## src/rtl/mc_control_seq.sv

```systemverilog
// Multi-cycle main control FSM for the MIPS-subset datapath: fetch/decode/execute/
// memory/write-back with memory wait states, mult/div handshake and vectored exceptions.
module mc_control_seq #(
  parameter int MEM_WAIT   = 3,
  parameter int MD_TIMEOUT = 64,
  parameter int CW         = 7
) (
  input  logic       clk,
  input  logic       reset,
  input  logic [5:0] opcode,
  input  logic [5:0] funct,
  input  logic       overflow,
  input  logic       zero,
  input  logic       md_done,
  input  logic       div0,
  output logic       pc_write,
  output logic [2:0] pc_src,
  output logic       ir_write,
  output logic       mem_write,
  output logic [1:0] iord,
  output logic       exc_sel,
  output logic       reg_write,
  output logic [1:0] reg_dst,
  output logic [2:0] mem_to_reg,
  output logic [1:0] alu_src_a,
  output logic [1:0] alu_src_b,
  output logic [2:0] alu_op,
  output logic       alu_out_write,
  output logic       ab_write,
  output logic       mdr_write,
  output logic       epc_write,
  output logic       md_start,
  output logic       md_sel,
  output logic       hilo_write,
  output logic       reset_out
);

  typedef enum logic [4:0] {
    S_RESET, S_FETCH, S_DECODE, S_EXEC_R, S_EXEC_I, S_WB_R, S_WB_I,
    S_MEM_ADDR, S_MEM_WR, S_MEM_RD, S_MEM_WB, S_BRANCH, S_JUMP,
    S_MD_START, S_MD_WAIT, S_MD_WB, S_EXC
  } state_t;

  typedef enum logic [1:0] {EX_OPC, EX_OVF, EX_DIV0} exc_t;

  localparam logic [CW-1:0] MEM_LAST = CW'(MEM_WAIT);
  localparam logic [CW-1:0] EXC_LAST = CW'(MEM_WAIT + 1);
  localparam logic [CW-1:0] MD_LAST  = CW'(MD_TIMEOUT - 1);
  localparam logic [CW-1:0] CNT_MAX  = '1;

  state_t        state, nxt;
  exc_t          exc_code, nxt_exc;
  logic [CW-1:0] cnt;

  // IR is held after fetch, so opcode/funct are stable for the whole instruction.
  logic is_r, r_alu, r_md, r_mf, r_jr, ovf_chk, is_div;
  assign is_r    = (opcode == 6'h00);
  assign r_alu   = is_r && (funct == 6'h20 || funct == 6'h22 || funct == 6'h24 || funct == 6'h2A);
  assign r_md    = is_r && (funct == 6'h18 || funct == 6'h1A);
  assign r_mf    = is_r && (funct == 6'h10 || funct == 6'h12);
  assign r_jr    = is_r && (funct == 6'h08);
  assign is_div  = (funct == 6'h1A);
  assign ovf_chk = (is_r && (funct == 6'h20 || funct == 6'h22)) || (opcode == 6'h08);

  always_comb begin
    nxt     = state;
    nxt_exc = exc_code;
    unique case (state)
      S_RESET:  nxt = S_FETCH;
      S_FETCH:  if (cnt == MEM_LAST) nxt = S_DECODE;
      S_DECODE: begin
        if (is_r) begin
          if (r_alu)     nxt = S_EXEC_R;
          else if (r_md) nxt = S_MD_START;
          else if (r_mf) nxt = S_WB_R;
          else if (r_jr) nxt = S_JUMP;
          else begin nxt = S_EXC; nxt_exc = EX_OPC; end
        end else begin
          case (opcode)
            6'h08, 6'h09: nxt = S_EXEC_I;
            6'h23, 6'h2B: nxt = S_MEM_ADDR;
            6'h04, 6'h05: nxt = S_BRANCH;
            6'h0F:        nxt = S_WB_I;
            6'h02, 6'h03: nxt = S_JUMP;
            default: begin nxt = S_EXC; nxt_exc = EX_OPC; end
          endcase
        end
      end
      S_EXEC_R, S_EXEC_I: begin
        if (overflow && ovf_chk) begin nxt = S_EXC; nxt_exc = EX_OVF; end
        else nxt = (state == S_EXEC_R) ? S_WB_R : S_WB_I;
      end
      S_MEM_ADDR: nxt = (opcode == 6'h2B) ? S_MEM_WR : S_MEM_RD;
      S_MEM_RD:   if (cnt == MEM_LAST) nxt = S_MEM_WB;
      S_MD_START: nxt = S_MD_WAIT;
      S_MD_WAIT: begin
        // A zero divisor outranks a simultaneous done pulse.
        if (div0 && is_div) begin nxt = S_EXC; nxt_exc = EX_DIV0; end
        else if (md_done)        nxt = S_MD_WB;
        else if (cnt == MD_LAST) nxt = S_FETCH;
      end
      S_EXC: if (cnt == EXC_LAST) nxt = S_FETCH;
      S_WB_R, S_WB_I, S_MEM_WR, S_MEM_WB, S_BRANCH, S_JUMP, S_MD_WB: nxt = S_FETCH;
      default: nxt = S_RESET;
    endcase
  end

  always_ff @(posedge clk) begin
    if (reset) begin
      state    <= S_RESET;
      exc_code <= EX_OPC;
      cnt      <= '0;
    end else begin
      state    <= nxt;
      exc_code <= nxt_exc;
      if (nxt != state)      cnt <= '0;
      else if (cnt != CNT_MAX) cnt <= cnt + 1'b1;
    end
  end

  // Moore decode of the registered state; only the branch decision looks at zero.
  always_comb begin
    pc_write = 1'b0; pc_src = 3'b000; ir_write = 1'b0; mem_write = 1'b0;
    iord = 2'b00; exc_sel = 1'b0; reg_write = 1'b0; reg_dst = 2'b00;
    mem_to_reg = 3'b000; alu_src_a = 2'b00; alu_src_b = 2'b00; alu_op = 3'b000;
    alu_out_write = 1'b0; ab_write = 1'b0; mdr_write = 1'b0; epc_write = 1'b0;
    md_start = 1'b0; md_sel = 1'b0; hilo_write = 1'b0; reset_out = 1'b0;
    unique case (state)
      S_RESET: reset_out = 1'b1;
      S_FETCH: begin
        alu_src_b = 2'b01; alu_op = 3'b001;
        if (cnt == MEM_LAST) begin ir_write = 1'b1; pc_write = 1'b1; end
      end
      S_DECODE: begin
        ab_write = 1'b1; alu_src_b = 2'b11; alu_op = 3'b001; alu_out_write = 1'b1;
      end
      S_EXEC_R: begin
        alu_src_a = 2'b01; alu_out_write = 1'b1;
        case (funct)
          6'h22:   alu_op = 3'b010;
          6'h24:   alu_op = 3'b011;
          6'h2A:   alu_op = 3'b111;
          default: alu_op = 3'b001;
        endcase
      end
      S_EXEC_I, S_MEM_ADDR: begin
        alu_src_a = 2'b01; alu_src_b = 2'b10; alu_op = 3'b001; alu_out_write = 1'b1;
      end
      S_WB_R: begin
        reg_write = 1'b1; reg_dst = 2'b01;
        if (funct == 6'h10)      mem_to_reg = 3'b010;
        else if (funct == 6'h12) mem_to_reg = 3'b011;
      end
      S_WB_I: begin
        reg_write = 1'b1;
        if (opcode == 6'h0F) mem_to_reg = 3'b100;
      end
      S_MEM_WR: begin mem_write = 1'b1; iord = 2'b01; end
      S_MEM_RD: begin
        iord = 2'b01;
        if (cnt == MEM_LAST) mdr_write = 1'b1;
      end
      S_MEM_WB: begin reg_write = 1'b1; mem_to_reg = 3'b001; end
      S_BRANCH: begin
        alu_src_a = 2'b01; alu_op = 3'b010; pc_src = 3'b001;
        pc_write  = (opcode == 6'h05) ? !zero : zero;
      end
      S_JUMP: begin
        pc_write = 1'b1;
        pc_src   = is_r ? 3'b011 : 3'b010;
        if (opcode == 6'h03) begin reg_write = 1'b1; reg_dst = 2'b10; mem_to_reg = 3'b101; end
      end
      S_MD_START: begin md_start = 1'b1; md_sel = is_div; end
      S_MD_WAIT:  md_sel = is_div;
      S_MD_WB:    begin hilo_write = 1'b1; md_sel = is_div; end
      S_EXC: begin
        iord    = (exc_code == EX_OVF) ? 2'b10 : 2'b11;
        exc_sel = (exc_code == EX_OPC);
        if (cnt == '0) begin
          epc_write = 1'b1; alu_src_b = 2'b01; alu_op = 3'b010;
        end
        if (cnt == EXC_LAST) begin pc_write = 1'b1; pc_src = 3'b100; end
      end
      default: ;
    endcase
  end

endmodule

```

## config.mk

```make
export PLATFORM = sky130hd
export DESIGN_NAME = mc_control_seq
export DESIGN_NICKNAME = d
export VERILOG_FILES = /design/src/rtl/mc_control_seq.sv
export SDC_FILE = /design/constraint.sdc
export NUM_CORES = 1
export LEC_CHECK = 0
export CAP_MARGIN = 20
export CORE_MARGIN = 10
export CORE_UTILIZATION = 48
export DETAILED_ROUTE_END_ITERATION = 10
export PLACE_DENSITY = 0.81
export SKIP_CTS_REPAIR_TIMING = 1
export SYNTH_ARGS = -nofsm -noshare
export SYNTH_HDL_FRONTEND = slang
export SYNTH_SLANG_ARGS = --single-unit
```

## constraint.sdc

```tcl
create_clock -name clk -period 3.4 [get_ports clk]
set_input_delay 0.34 -clock clk [delete_from_list [all_inputs] [get_ports clk]]
set_output_delay 0.34 -clock clk [all_outputs]
set_load 0.005 [all_outputs]
```

==> impl_metrics.json <==
{
  "power.density_nw_per_um2": 183,
  "nNetsFinal": 315,
  "syn_nets": 269,
  "grt_pass1_wl_um": 9290,
  "holdCritPathClass": "reg2reg",
  "antenna_found_initial": 0,
  "skew_ns": 0.00291,
  "io_buffers": 46,
  "routedWlPerCell_um": 16.9,
  "ys_seq_area_share_pct": 17.0,
  "dp_hpwl_um": 4690,
  "holdPathStages": 2,
  "htree_num_levels": 1,
  "layout_min_cycle_time_ns": 3.06,
  "clkLatencyLatePin_ns": 0.29,
  "grt_max_degree": 15,
  "holdPathEnd": "exc_code[1]",
  "synth_edf_count": 0,
  "grt_usage_pct": 17.9,
  "async_flop_share_pct": 0,
  "grt_util_met3_pct": 5.35,
  "seqCellArea_um2": 280,
  "overflow": 0,
  "cts_tree": "done",
  "rsz0062_at_grt": "false",
  "die_y_um": 78.6,
  "synth.largest_area_cell": "dfxtp_1",
  "fillers": 310,
  "cap_violations": 0,
  "final.period_utilization_pct": 89.9,
  "cp_slowest_cell": "nor4_1",
  "gp_congestion": 0.954,
  "relSlewSlack_pct": 50.0,
  "worstRegToRegCells": 7,
  "finalSetupViolations": 0,
  "leakagePower_uw": 0.000814,
  "synth.top_cells.by_count": "nand2_1 (29), nor2_1 (27), nor3_1 (24)",
  "cp-start-kind": "register",
  "ys_seq_elements": 14,
  "peakVddDrop_mv": 0.163,
  "crit_type": "reg2out",
  "coreArea_um2": 3340,
  "maxSlewViolCount": 0,
  "tightest_slew_ns": 0.744,
  "critPathTopFamily": "simple AND/OR/NAND/NOR gates",
  "crit_buf_inv": 1,
  "r2r_start": "state[0]",
  "endpoint_kind": "output port",
  "rows": 21,
  "r2r_end": "cnt[5]",
  "grt_pass1_vias": 1969,
  "cts-root-buf": "clkbuf_4",
  "initial_core_util_pct": 49.5,
  "slowest_delay_ns": 0.70,
  "cp_max_fo": 14,
  "areaGrowthSynthToFinish_pct": 34.8,
  "die_w_um": 78.6,
  "max_freq_mhz": 327,
  "min_from": "exc_code[1]",
  "gr-usage-met1_pct": 20.2,
  "first_pass_iters": 4,
  "met2_usage_pct": 31.6,
  "path_cells": "or3_1 > nor4_1 > nor3_1 > o21ai_0 > clkdlybuf4s50_1",
  "worstPathRequired_ns": 3.06,
  "multi_input_area_um2": 1270,
  "synth-main-ff-cell": "dfxtp_1",
  "clockBufferDepth": 2,
  "synthTopCellsByArea": "dfxtp_1 (17%), nor3_1 (7.3%), nand2_1 (6.6%)",
  "num_io_pins": 48,
  "drive_above_1_share_pct": 8.84,
  "top_usage_layer": "met2",
  "dieArea_um2": 6180,
  "path_clk_slew_ns": 0.08,
  "diodes": 0,
  "cts_buffers": 3,
  "finalHoldViolations": 0,
  "drt_iter0_drc": 251,
  "synth_most_common_cell": "nand2_1",
  "via_per_inst": 6.02,
  "netlist_area_um2": 1650,
  "syn_inst": 249,
  "routed_wl_um": 5750,
  "yosysWarnings": 0,
  "setup_tns_ns": 0,
  "vias": 2046,
  "utilization_pct": 66.7,
  "remaining_drc_errors": 0,
  "worstPathArrival_ns": 2.72,
  "avgSynthCellArea_um2": 6.63,
  "yosysUniqueCellTypes": 59,
  "ant_nets": 0,
  "reg2reg_slack_ns": 0.61,
  "status": "finished clean",
  "clock-sinks": 14,
  "synth_top_area_share_pct": 17.0
}
## layout make-up
type	count	share of cell area (%)
Tap cell	46	2.59
Inverter	8	1.35
Sequential cell	14	12.6
Multi-Input combinational cell	210	57.1
Clock buffer	4	1.63
Timing Repair Buffer	58	24.7
## per-layer routing
layer  wire [um]  up-vias
met3         453       14
met5           0        -
met1        2340      935
met2        2820       85
li1            -     1012
met4         133        0
## cell usage in the layout (no fill, tap or decap), drive strengths merged, types with 6 or more instances in the layout
cell           netlist  layout
clkdlybuf4s50        0      46
nor2                27      27
o21ai               15      15
nor4                 6       6
inv                  8       8
nor3                24      24
nor2b                6       6
a21oi               10      10
nand3                7       7
buf                  4      12
or2                  6       6
nand2               29      29
dfxtp               14      14
## metrics by stage
stage               hold slack, ns  power (uW)  instances  setup slack (ns)  instance area [um^2]
finish                       0.523         406        340             0.343                  2220
global placement             0.508         284        336             0.296                  2190
detailed placement           0.508         287        336             0.196                  2190
global route                 0.587         427        340             0.237                  2220
floorplan                    0.484         236        249             0.843                  1650
CTS                          0.522         408        340             0.352                  2220
## registers in the layout, indices dropped and copies added (netlist names)
register  cells
cnt           7
exc_code      2
state         5
## cells by family (layout without fill, tap and decap cells)
kind of cell / Yosys count / after routing / share of synthesized area, %
multiplexers: 5 / 5 / 3.03
other: 1 / 1 / 0.227
AO/OA/AOI/OAI: 58 / 58 / 24.6
XOR/XNOR: 7 / 7 / 3.72
flip-flops: 14 / 14 / 17.0
AND/OR/NAND/NOR: 137 / 137 / 43.8
buffers and inverters: 25 / 70 / 6.06
adder cells (fa/ha/maj): 2 / 2 / 1.52
## worst reg2reg max path, delay by kind of cell, from the launching register on
kind,cells,cell delay (ns)
AOI/OAI and AO/OA,5,1.44
and+or+nand+nor,2,0.79
DFF,1,0.48
## how the worst max path moves through the flow
| stage | startpoint | to | cells past startpoint | slack, ns |
|---|---|---|---|---|
| detailed placement | opcode[0] | cnt[3] | 8 | 0.20 |
| floorplan | opcode[0] | cnt[0] | 7 | 0.84 |
| finish | state[0] | pc_write | 5 | 0.34 |
| CTS | state[0] | pc_write | 5 | 0.35 |
| global route | state[0] | pc_write | 5 | 0.24 |
| global placement | opcode[0] | cnt[1] | 8 | 0.30 |
## power by group
group | internal (uW) | switching [uW] | leakage (uW)
logic | 53.7 | 57.6 | 0.000680
clock network | 65.3 | 55.6 | 0.0000210
registers | 167 | 7.12 | 0.000113
total | 286 | 120 | 0.000814
Power figures use the tool's default switching activity.
